[src/rtl/mux_tree_pipe.sv]
// Pipelined N-to-1 word multiplexer built as a radix-4 tree with a register stage per level.
// Optional out-of-range select detection is enabled by defining MUX_TREE_PIPE_SEL_CHECK_EN.
module mux_tree_pipe #(
    parameter int unsigned M = 8,
    parameter int unsigned N = 16,
    localparam int unsigned SW = $clog2(N),
    localparam int unsigned LEVELS = (SW + 1) / 2
) (
    input  logic              clk_i,
    input  logic              rst_i,
    input  logic              flush_i,
    input  logic              in_valid_i,
    output logic              in_ready_o,
    input  logic [N*M-1:0]    in_data_i,
    input  logic [SW-1:0]     sel_i,
    output logic              out_valid_o,
    input  logic              out_ready_i,
    output logic [M-1:0]      out_data_o,
    output logic              err_o
);

    // Input vector padded to a power of two; missing words read as zero.
    localparam int unsigned NP = 1 << SW;

    logic [LEVELS-1:0] valid_v;
    logic [LEVELS:0]   ready_v;
    logic [NP*M-1:0]   in_pad;

    assign ready_v[LEVELS] = out_ready_i;
    assign in_ready_o      = ready_v[0];
    assign out_valid_o     = valid_v[LEVELS-1];

`ifdef MUX_TREE_PIPE_SEL_CHECK_EN
    logic sel_bad_c;
    logic err_q;

    assign sel_bad_c = 32'(sel_i) >= N;

    // Sticky flag: only reset clears it, flush leaves it alone.
    always_ff @(posedge clk_i or posedge rst_i) begin
        if (rst_i) begin
            err_q <= 1'b0;
        end else if (ready_v[0] && in_valid_i && !flush_i && sel_bad_c) begin
            err_q <= 1'b1;
        end
    end

    assign err_o = err_q;

    always_comb begin
        in_pad = '0;
        if (!sel_bad_c) begin
            in_pad[N*M-1:0] = in_data_i;
        end
    end
`else
    assign err_o = 1'b0;

    always_comb begin
        in_pad = '0;
        in_pad[N*M-1:0] = in_data_i;
    end
`endif

    for (genvar l = 0; l < LEVELS; l++) begin : g_lvl
        localparam int unsigned SIN  = SW - 2 * l;
        localparam int unsigned SB   = (SIN >= 2) ? 2 : 1;
        localparam int unsigned RED  = 1 << SB;
        localparam int unsigned WIN  = 1 << SIN;
        localparam int unsigned WOUT = WIN / RED;

        logic [WIN*M-1:0]  vec_in;
        logic [SIN-1:0]    sel_in;
        logic              valid_in;
        logic [WOUT*M-1:0] red_c;
        logic [WOUT*M-1:0] data_q;
        logic              valid_q;

        if (l == 0) begin : g_src
            assign vec_in   = in_pad;
            assign sel_in   = sel_i;
            assign valid_in = in_valid_i;
        end else begin : g_src
            assign vec_in   = g_lvl[l-1].data_q;
            assign sel_in   = g_lvl[l-1].g_sel.sel_q;
            assign valid_in = g_lvl[l-1].valid_q;
        end

        // One reducer per group; the final stage is 2:1 when the select width is odd.
        for (genvar g = 0; g < WOUT; g++) begin : g_grp
            if (RED == 4) begin : g_r4
                assign red_c[g*M +: M] = sel_in[1]
                    ? (sel_in[0] ? vec_in[(4*g+3)*M +: M] : vec_in[(4*g+2)*M +: M])
                    : (sel_in[0] ? vec_in[(4*g+1)*M +: M] : vec_in[(4*g)*M +: M]);
            end else begin : g_r2
                assign red_c[g*M +: M] = sel_in[0] ? vec_in[(2*g+1)*M +: M]
                                                   : vec_in[(2*g)*M +: M];
            end
        end

        assign valid_v[l] = valid_q;
        assign ready_v[l] = !valid_q || ready_v[l+1];

        // Stage register; bubbles advance the valid bit without touching data.
        always_ff @(posedge clk_i or posedge rst_i) begin
            if (rst_i) begin
                valid_q <= 1'b0;
                data_q  <= '0;
            end else if (flush_i) begin
                valid_q <= 1'b0;
            end else if (ready_v[l]) begin
                valid_q <= valid_in;
                if (valid_in) begin
                    data_q <= red_c;
                end
            end
        end

        if (l < LEVELS - 1) begin : g_sel
            logic [SIN-SB-1:0] sel_q;

            always_ff @(posedge clk_i or posedge rst_i) begin
                if (rst_i) begin
                    sel_q <= '0;
                end else if (!flush_i && ready_v[l] && valid_in) begin
                    sel_q <= sel_in[SIN-1:SB];
                end
            end
        end else begin : g_last
            assign out_data_o = data_q;
        end
    end

endmodule
[config.mk]
export PLATFORM = sky130hd
export DESIGN_NAME = mux_tree_pipe
export DESIGN_NICKNAME = d
export VERILOG_FILES = /design/src/rtl/mux_tree_pipe.sv
export SDC_FILE = /design/constraint.sdc
export NUM_CORES = 1
export LEC_CHECK = 0
export ABC_AREA = 0
export BUFFER_PORTS_ARGS = -buffer_cell sky130_fd_sc_hd__buf_2
export CAP_MARGIN = 15
export CORE_MARGIN = 2
export CORE_UTILIZATION = 40
export CTS_CLUSTER_DIAMETER = 30
export CTS_CLUSTER_SIZE = 28
export DETAILED_ROUTE_END_ITERATION = 7
export GPL_TIMING_DRIVEN = 0
export PLACE_DENSITY = 0.75
export SLEW_MARGIN = 20
export SYNTH_ARGS = -nofsm -noshare
export SYNTH_HDL_FRONTEND = slang
export SYNTH_SLANG_ARGS = --single-unit
[constraint.sdc]
create_clock -name clk_i -period 1.3 [get_ports clk_i]
set_input_delay 0.13 -clock clk_i [delete_from_list [all_inputs] [get_ports clk_i]]
set_output_delay 0.13 -clock clk_i [all_outputs]
set_load 0.01 [all_outputs]
==> results of run 1 <==
## per-layer routing
| metal | vias to the layer above | global-route usage, % | wire length, µm |
|---|---|---|---|
| li1 | 920 | - | - |
| met1 | 1015 | 27.1 | 2890 |
| met2 | 93 | 34.0 | 3600 |
| met3 | 6 | 4.86 | 459 |
| met4 | 0 | 4.62 | 66 |
| met5 | - | 0 | 0 |
## state kept, by name, indices dropped and copies added, names as in the netlist
name and flops:
g_lvl.data_q 32, out_data_o 8, g_lvl.g_sel.sel_q 2, g_lvl.valid_q 1, out_valid_o 1
## cell families after synthesis
kind of cell,Yosys count,synth area share [%]
buffers and inverters,15,4.62
multiplexers,82,51.8
AO/OA/AOI/OAI,1,0.188
AND/OR/NAND/NOR,6,1.79
other,1,0.141
flip-flops,44,41.5
## critical path, delay by kind of cell, from the launching register on
| kind | cells | cell delay (ns) |
|---|---|---|
| DFF | 1 | 0.37 |
| buffers and inverters | 1 | 0.16 |
| muxes | 2 | 0.79 |
## final cells by class
class	instances	share of cell area [%]
Buffer	12	4.16
Clock buffer	7	2.46
Clock inverter	1	0.768
Inverter	2	0.192
Multi-Input combinational cell	90	40.3
Sequential cell	44	28.2
Tap cell	77	2.46
Timing Repair Buffer	153	21.5
## worst max-delay path by stage
stage | from | to | slack (ns)
2_1_floorplan | out_valid_o$_DFFE_PP0P_ | g_lvl[0].data_q[0]$_DFFE_PP0P_ | -0.18
3_3_place_gp | rst_i | g_lvl[0].data_q[9]$_DFFE_PP0P_ | -0.44
3_5_place_dp | sel_i[1] | g_lvl[0].data_q[28]$_DFFE_PP0P_ | -0.36
4_1_cts | g_lvl[0].g_sel.sel_q[0]$_DFFE_PP0P_ | out_data_o[3]$_DFFE_PP0P_ | -0.14
5_1_grt | g_lvl[0].g_sel.sel_q[0]$_DFFE_PP0P_ | out_data_o[3]$_DFFE_PP0P_ | -0.18
6_report | g_lvl[0].g_sel.sel_q[0]$_DFFE_PP0P_ | out_data_o[3]$_DFFE_PP0P_ | -0.14
## cells in the final DEF (no fill, tap or decap), drive strengths merged
cell,instances
bufinv,1
mux2,42
nand3b,2
conb,1
dlygate4sd3,1
buf,164
nor2b,1
nor3b,1
dfrtp,44
nor2,2
inv,2
mux4,40
clkbuf,7
a21oi,1
## power by group through the flow
stage	Sequential [mW]	Clock, mW	Combinational [mW]
finish	1.91	1.14	1.50
global route	1.95	1.22	1.61
CTS	1.90	1.16	1.51
detailed placement	1.90	0	1.32
global placement	1.88	0	1.28
floorplan	1.91	0	0.803
## through the flow
stage          instance area [µm²]  total power, mW  std cells  hold WS, ns
2_1_floorplan                 2680             2.71        149        0.193
3_3_place_gp                  3500             3.16        371        0.355
3_5_place_dp                  3530             3.22        372        0.201
4_1_cts                       3900             4.58        386       0.0464
5_1_grt                       3910             4.78        386       0.0547
6_report                      3910             4.55        386       0.0562
## repair_timing
action,in CTS,in global routing
setup endpoints to repair,42,42
setup buffers,5,0
cloned,1,0
gates resized for setup,48,2
hold endpoints to repair,22,0
pin swaps,2,0
hold buffers,1,0
==> run_results.csv, run 1 <==
group,metric,value,unit
outcome,status,"complete, but fails checks",
outcome,violations,"setup timing",
grt,grt_overflow,0,
drt,drt_wl_total,7.02,mm
critical_path,slowest_delay,0.52,ns
cells_and_area,areaGrowthSynthToFinish,47.3,%
yosys,yosysMostFrequentCell,"dfrtp_1",
sta,final.setup.worst_slack,-0.136,ns
placement,gp_congestion,0.732,
grt,antenna_found_initial,0,
pwr,p_per_area,1160,mW/mm²
critical_path,cp_max_fo,9,
cells_and_area,multi_input_area,0.00158,mm²
cells_and_area,num-fill-cells,516,
drt,dr.pass1.iters,4,
yosys,ys_seq_elements,44,
critical_path,rr_endpoint,"out_data_o[3]$_DFFE_PP0P_",
floorplan,dieArea,0.00730,mm²
pwr,vdd_drop_max,578,µV
pwr,p_sw_share,25.3,%
critical_path,rrSetupSlack,-0.14,ns
drt,wl_per_cell,18.2,µm
floorplan,die_height,85.5,µm
clock_tree,cts_buffer_depth,2,
yosys,synth_top_area_share,41.5,%
drt,route.detailed.drc,0,
pwr,internal_power,3.40,mW
critical_path,rr_worst_depth,3,
critical_path,crit_path_end_kind,"flip-flop",
floorplan,rows,29,
pwr,p_sw,1.15,mW
worst_hold_path,hold_path_class,"primary input to flip-flop",
grt,grt_pass1_wl,11.3,mm
sta,min_period_over_period,110,%
placement,post-dp-hpwl,5.39,mm
yosys,synth_ff_type,"dfrtp_1",
sta,worst_clock_skew,0.00497,ns
critical_path,start_kind,"flip-flop",
cells_and_area,utilization,61.2,%
yosys,synth.distinct_cells,16,
yosys,yosysTopAreaCell,"dfrtp_1",
clock_tree,clk_latency,0.29,ns
yosys,postSynthCellCount,149,
yosys,synth.top_cells.by_count,"dfrtp_1, mux2_2, mux4_2, buf_2",
pwr,p_comb_share,33.0,%
flow_run,maxCapViolCount,0,
cells_and_area,drive_gt1_share,82.5,%
yosys,ys_async_sr_fraction,100,%
clock_tree,cts_sinks,44,
critical_path,critPathArrivalTime,1.62,ns
sta,report.final.hold_viol_count,0,
clock_tree,cts_buffers,5,
drt,ant_nets,0,
critical_path,r2r_start,"g_lvl[0].g_sel.sel_q[0]$_DFFE_PP0P_",
placement,portBuffers,145,
floorplan,num_io_pins,148,
worst_hold_path,holdPathEnd,"g_lvl[0].valid_q$_DFFE_PP0P_",
floorplan,core_area,0.00639,mm²
critical_path,required,1.48,ns
worst_hold_path,worstHoldPathCells,2,
worst_hold_path,hold_path.startpoint,"flush_i",
sta,setup-tns-final,-3.04,ns
yosys,ys_seq_area_share,41.5,%
floorplan,die_w,85.5,µm
clock_tree,cts_root_buffer,"clkbuf_8",
pwr,p_seq_share,41.9,%
drt,dr_total_vias,2034,
placement,place_ws,-0.358,ns
grt,grt_pass1_vias,2255,
floorplan,initial_core_util,41.6,%
yosys,synth_area,0.00265,mm²
grt,grt_max_degree,24,
cells_and_area,diodes,0,
sta,rsz0062_at_grt,"yes",
pwr,power_frac_clock,25.1,%
grt,grt_usage,20.3,%
yosys,synth_nets,286,
cells_and_area,seq_area,0.00110,mm²
clock_tree,htree_levels,2,
cells_and_area,nets,445,
critical_path,crit_type,"flip-flop to flip-flop",
drt,drt_iter0_drc,79,
critical_path,cp_slowest_cell,"mux4_2",
sta,fmax,0.696,GHz
sta,timing.slew.headroom,63.6,%
sta,setup_viol,42,
drt,viasPerCell,5.27,
yosys,avgSynthCellArea,17.8,µm²
clock_tree,path_clk_slew,0.09,ns
yosys,yosys-top-cells-area,"dfrtp_1, mux4_2, mux2_2",
sta,final-max-slew-violation-count,0,
sta,post-route-min-period,1.44,ns
yosys,synth_edf_count,0,
yosys,ys_warn_count,0,
pwr,p_leak,1.93,nW
critical_path,crit_chain,"buf_8 > mux4_2 > mux2_4",
clock_tree,cts_tree,"built",
sta,worst_pin_slew,0.545,ns
Power figures use the tool's default switching activity.
==> run 2, diff against run 1 <==
--- a/config.mk
+++ b/config.mk
@@ -17,2 +17,3 @@
 export PLACE_DENSITY = 0.75
+export RECOVER_POWER = 50
 export SLEW_MARGIN = 20
--- a/constraint.sdc
+++ b/constraint.sdc
@@ -3,2 +3,2 @@
 set_output_delay 0.13 -clock clk_i [all_outputs]
-set_load 0.01 [all_outputs]
+set_load 0.05 [all_outputs]
==> run_results.csv, run 2 (same netlist as run 1, synthesis figures left out) <==
group,metric,value,unit
drt,drt_wl_total,6.85,mm
placement,gp_congestion,0.805,
sta,worst_clock_skew,0.00542,ns
cells_and_area,postLayoutCellArea,0.00382,mm²
critical_path,critPathTopFamily,"multiplexers",
grt,grt_use_met3,4.57,%
pwr,vdd_drop_max,902,µV
critical_path,rrSetupSlack,-0.11,ns
grt,grt_use_met1,24.0,%
cells_and_area,final_common_cell,"buf_2",
critical_path,required,1.48,ns
critical_path,slowest_delay,0.51,ns
floorplan,die_w,85.5,µm
outcome,violations,"setup timing",
pwr,p_leak,1.80,nW
cells_and_area,areaGrowthSynthToFinish,44.1,%
grt,busiest_layer,"met2",
drt,dr.pass1.iters,4,
pwr,p_per_area,1230,mW/mm²
floorplan,num_io_pins,148,
worst_hold_path,holdPathEnd,"out_valid_o$_DFFE_PP0P_",
sta,final.setup.worst_slack,-0.113,ns
critical_path,crit_chain,"buf_8 > mux4_2 > mux2_4",
floorplan,initial_core_util,41.6,%
sta,post-route-min-period,1.41,ns
grt,grt_pass1_vias,2249,
critical_path,rr_worst_depth,3,
sta,timing.slew.headroom,65.2,%
critical_path,crit_buf_inv,1,
critical_path,start_kind,"flip-flop",
critical_path,critPathArrivalTime,1.59,ns
clock_tree,clk_latency,0.29,ns
placement,postPlaceCellArea,0.00351,mm²
drt,drt_iter0_drc,60,
critical_path,rr_endpoint,"out_data_o[2]$_DFFE_PP0P_",
floorplan,core_area,0.00639,mm²
cells_and_area,most-common-layout-cells,"buf_2, dfrtp_1, mux4_2",
placement,portBuffers,145,
clock_tree,cts_root_buffer,"clkbuf_8",
clock_tree,cts_tree,"built",
critical_path,cp_max_fo,9,
worst_hold_path,hold_path.startpoint,"flush_i",
grt,grt_usage,19.7,%
grt,met2_usage,35.2,%
outcome,status,"complete, but fails checks",
drt,ant_nets,0,
critical_path,r2r_start,"g_lvl[0].g_sel.sel_q[0]$_DFFE_PP0P_",
grt,grt_pass1_wl,10.9,mm
clock_tree,path_clk_slew,0.08,ns
drt,dr_total_vias,2037,
critical_path,crit_path_end_kind,"flip-flop",
drt,route.detailed.drc,0,
sta,min_period_over_period,109,%
grt,grt_overflow,0,
drt,viasPerCell,5.25,
cells_and_area,nets,447,
critical_path,crit_type,"flip-flop to flip-flop",
clock_tree,cts_sinks,44,
cells_and_area,top_register,"g_lvl.data_q",
sta,setup_viol,42,
cells_and_area,diodes,0,
flow_run,maxCapViolCount,0,
cells_and_area,drive_gt1_share,83.0,%
critical_path,cp_slowest_cell,"mux4_2",
worst_hold_path,worstHoldPathCells,2,
sta,fmax,0.708,GHz
worst_hold_path,hold_path_class,"primary input to flip-flop",
drt,wl_per_cell,17.6,µm
floorplan,rows,29,
sta,final-max-slew-violation-count,0,
placement,post-dp-hpwl,5.53,mm
grt,antenna_found_initial,0,
clock_tree,cts_buffer_depth,2,
floorplan,die_height,85.5,µm
grt,grt_max_degree,24,
cells_and_area,utilization,59.9,%
clock_tree,htree_levels,2,
cells_and_area,largest_reg_flops,32,
sta,worst_pin_slew,0.521,ns
sta,report.final.hold_viol_count,0,
clock_tree,cts_buffers,5,
sta,rsz0062_at_grt,"yes",
floorplan,dieArea,0.00730,mm²
## run 2: changes by cell type in the layout (fill, tap and decap cells not counted), moves of 2 or more
cell	before	now
mux2_2	3	28
buf_8	2	4
mux2_4	38	13
clkbuf_8	7	5
## run 2: layer usage
metal | vias to the layer above | part of all wire [%]
met5 | - | 0
met4 | 0 | 1.3
met3 | 7 | 6.9
met2 | 97 | 54
met1 | 1004 | 38
li1 | 929 | -
## run 2: worst max path at each step
stage | startpoint | to | cells after the start
after floorplan | out_valid_o$_DFFE_PP0P_ | g_lvl[0].data_q[0]$_DFFE_PP0P_ | 4
after global placement | rst_i | out_valid_o$_DFFE_PP0P_ | 2
after detailed placement | sel_i[1] | g_lvl[0].data_q[27]$_DFFE_PP0P_ | 4
after CTS | g_lvl[0].valid_q$_DFFE_PP0P_ | g_lvl[0].data_q[13]$_DFFE_PP0P_ | 6
after global routing | out_valid_o$_DFFE_PP0P_ | g_lvl[0].data_q[15]$_DFFE_PP0P_ | 6
final | g_lvl[0].g_sel.sel_q[0]$_DFFE_PP0P_ | out_data_o[2]$_DFFE_PP0P_ | 3
## run 2: cell type report
type	count	area, µm²
inverter	2	7.51
buffer	11	138
clock inverter	3	42.5
tap	77	96.3
multi-input combinational	90	1480
sequential	44	1100
clock buffer	5	68.8
timing repair buffer	156	888
fill	525	2560
## run 2: timing repair
item,CTS,global route
cloned,1,0
buffers inserted,8,1
pin swaps,2,1
endpoints found under the hold margin,21,0
setup endpoints to repair,42,43
gates resized for setup,23,8
hold buffers,1,0
## run 2: per-stage QoR
stage / power, mW / setup WS, ns / instances / setup TNS (ns) / hold WS, ns
after floorplan: 3.07 / -0.799 / 149 / -28.33 / 0.193
after global placement: 3.53 / -0.549 / 371 / -28.29 / 0.344
after detailed placement: 3.59 / -0.361 / 372 / -11.17 / 0.195
after global routing: 4.96 / -0.190 / 388 / -5.88 / 0.0453
final: 4.71 / -0.113 / 388 / -2.69 / 0.0499
after CTS: 4.74 / -0.135 / 389 / -3.01 / 0.0469
## run 2: power breakdown
part | switching (mW) | internal [mW] | leakage, nW
registers | 0.193 | 1.70 | 0.519
logic | 0.860 | 0.942 | 1.23
clock network | 0.446 | 0.568 | 0.0541
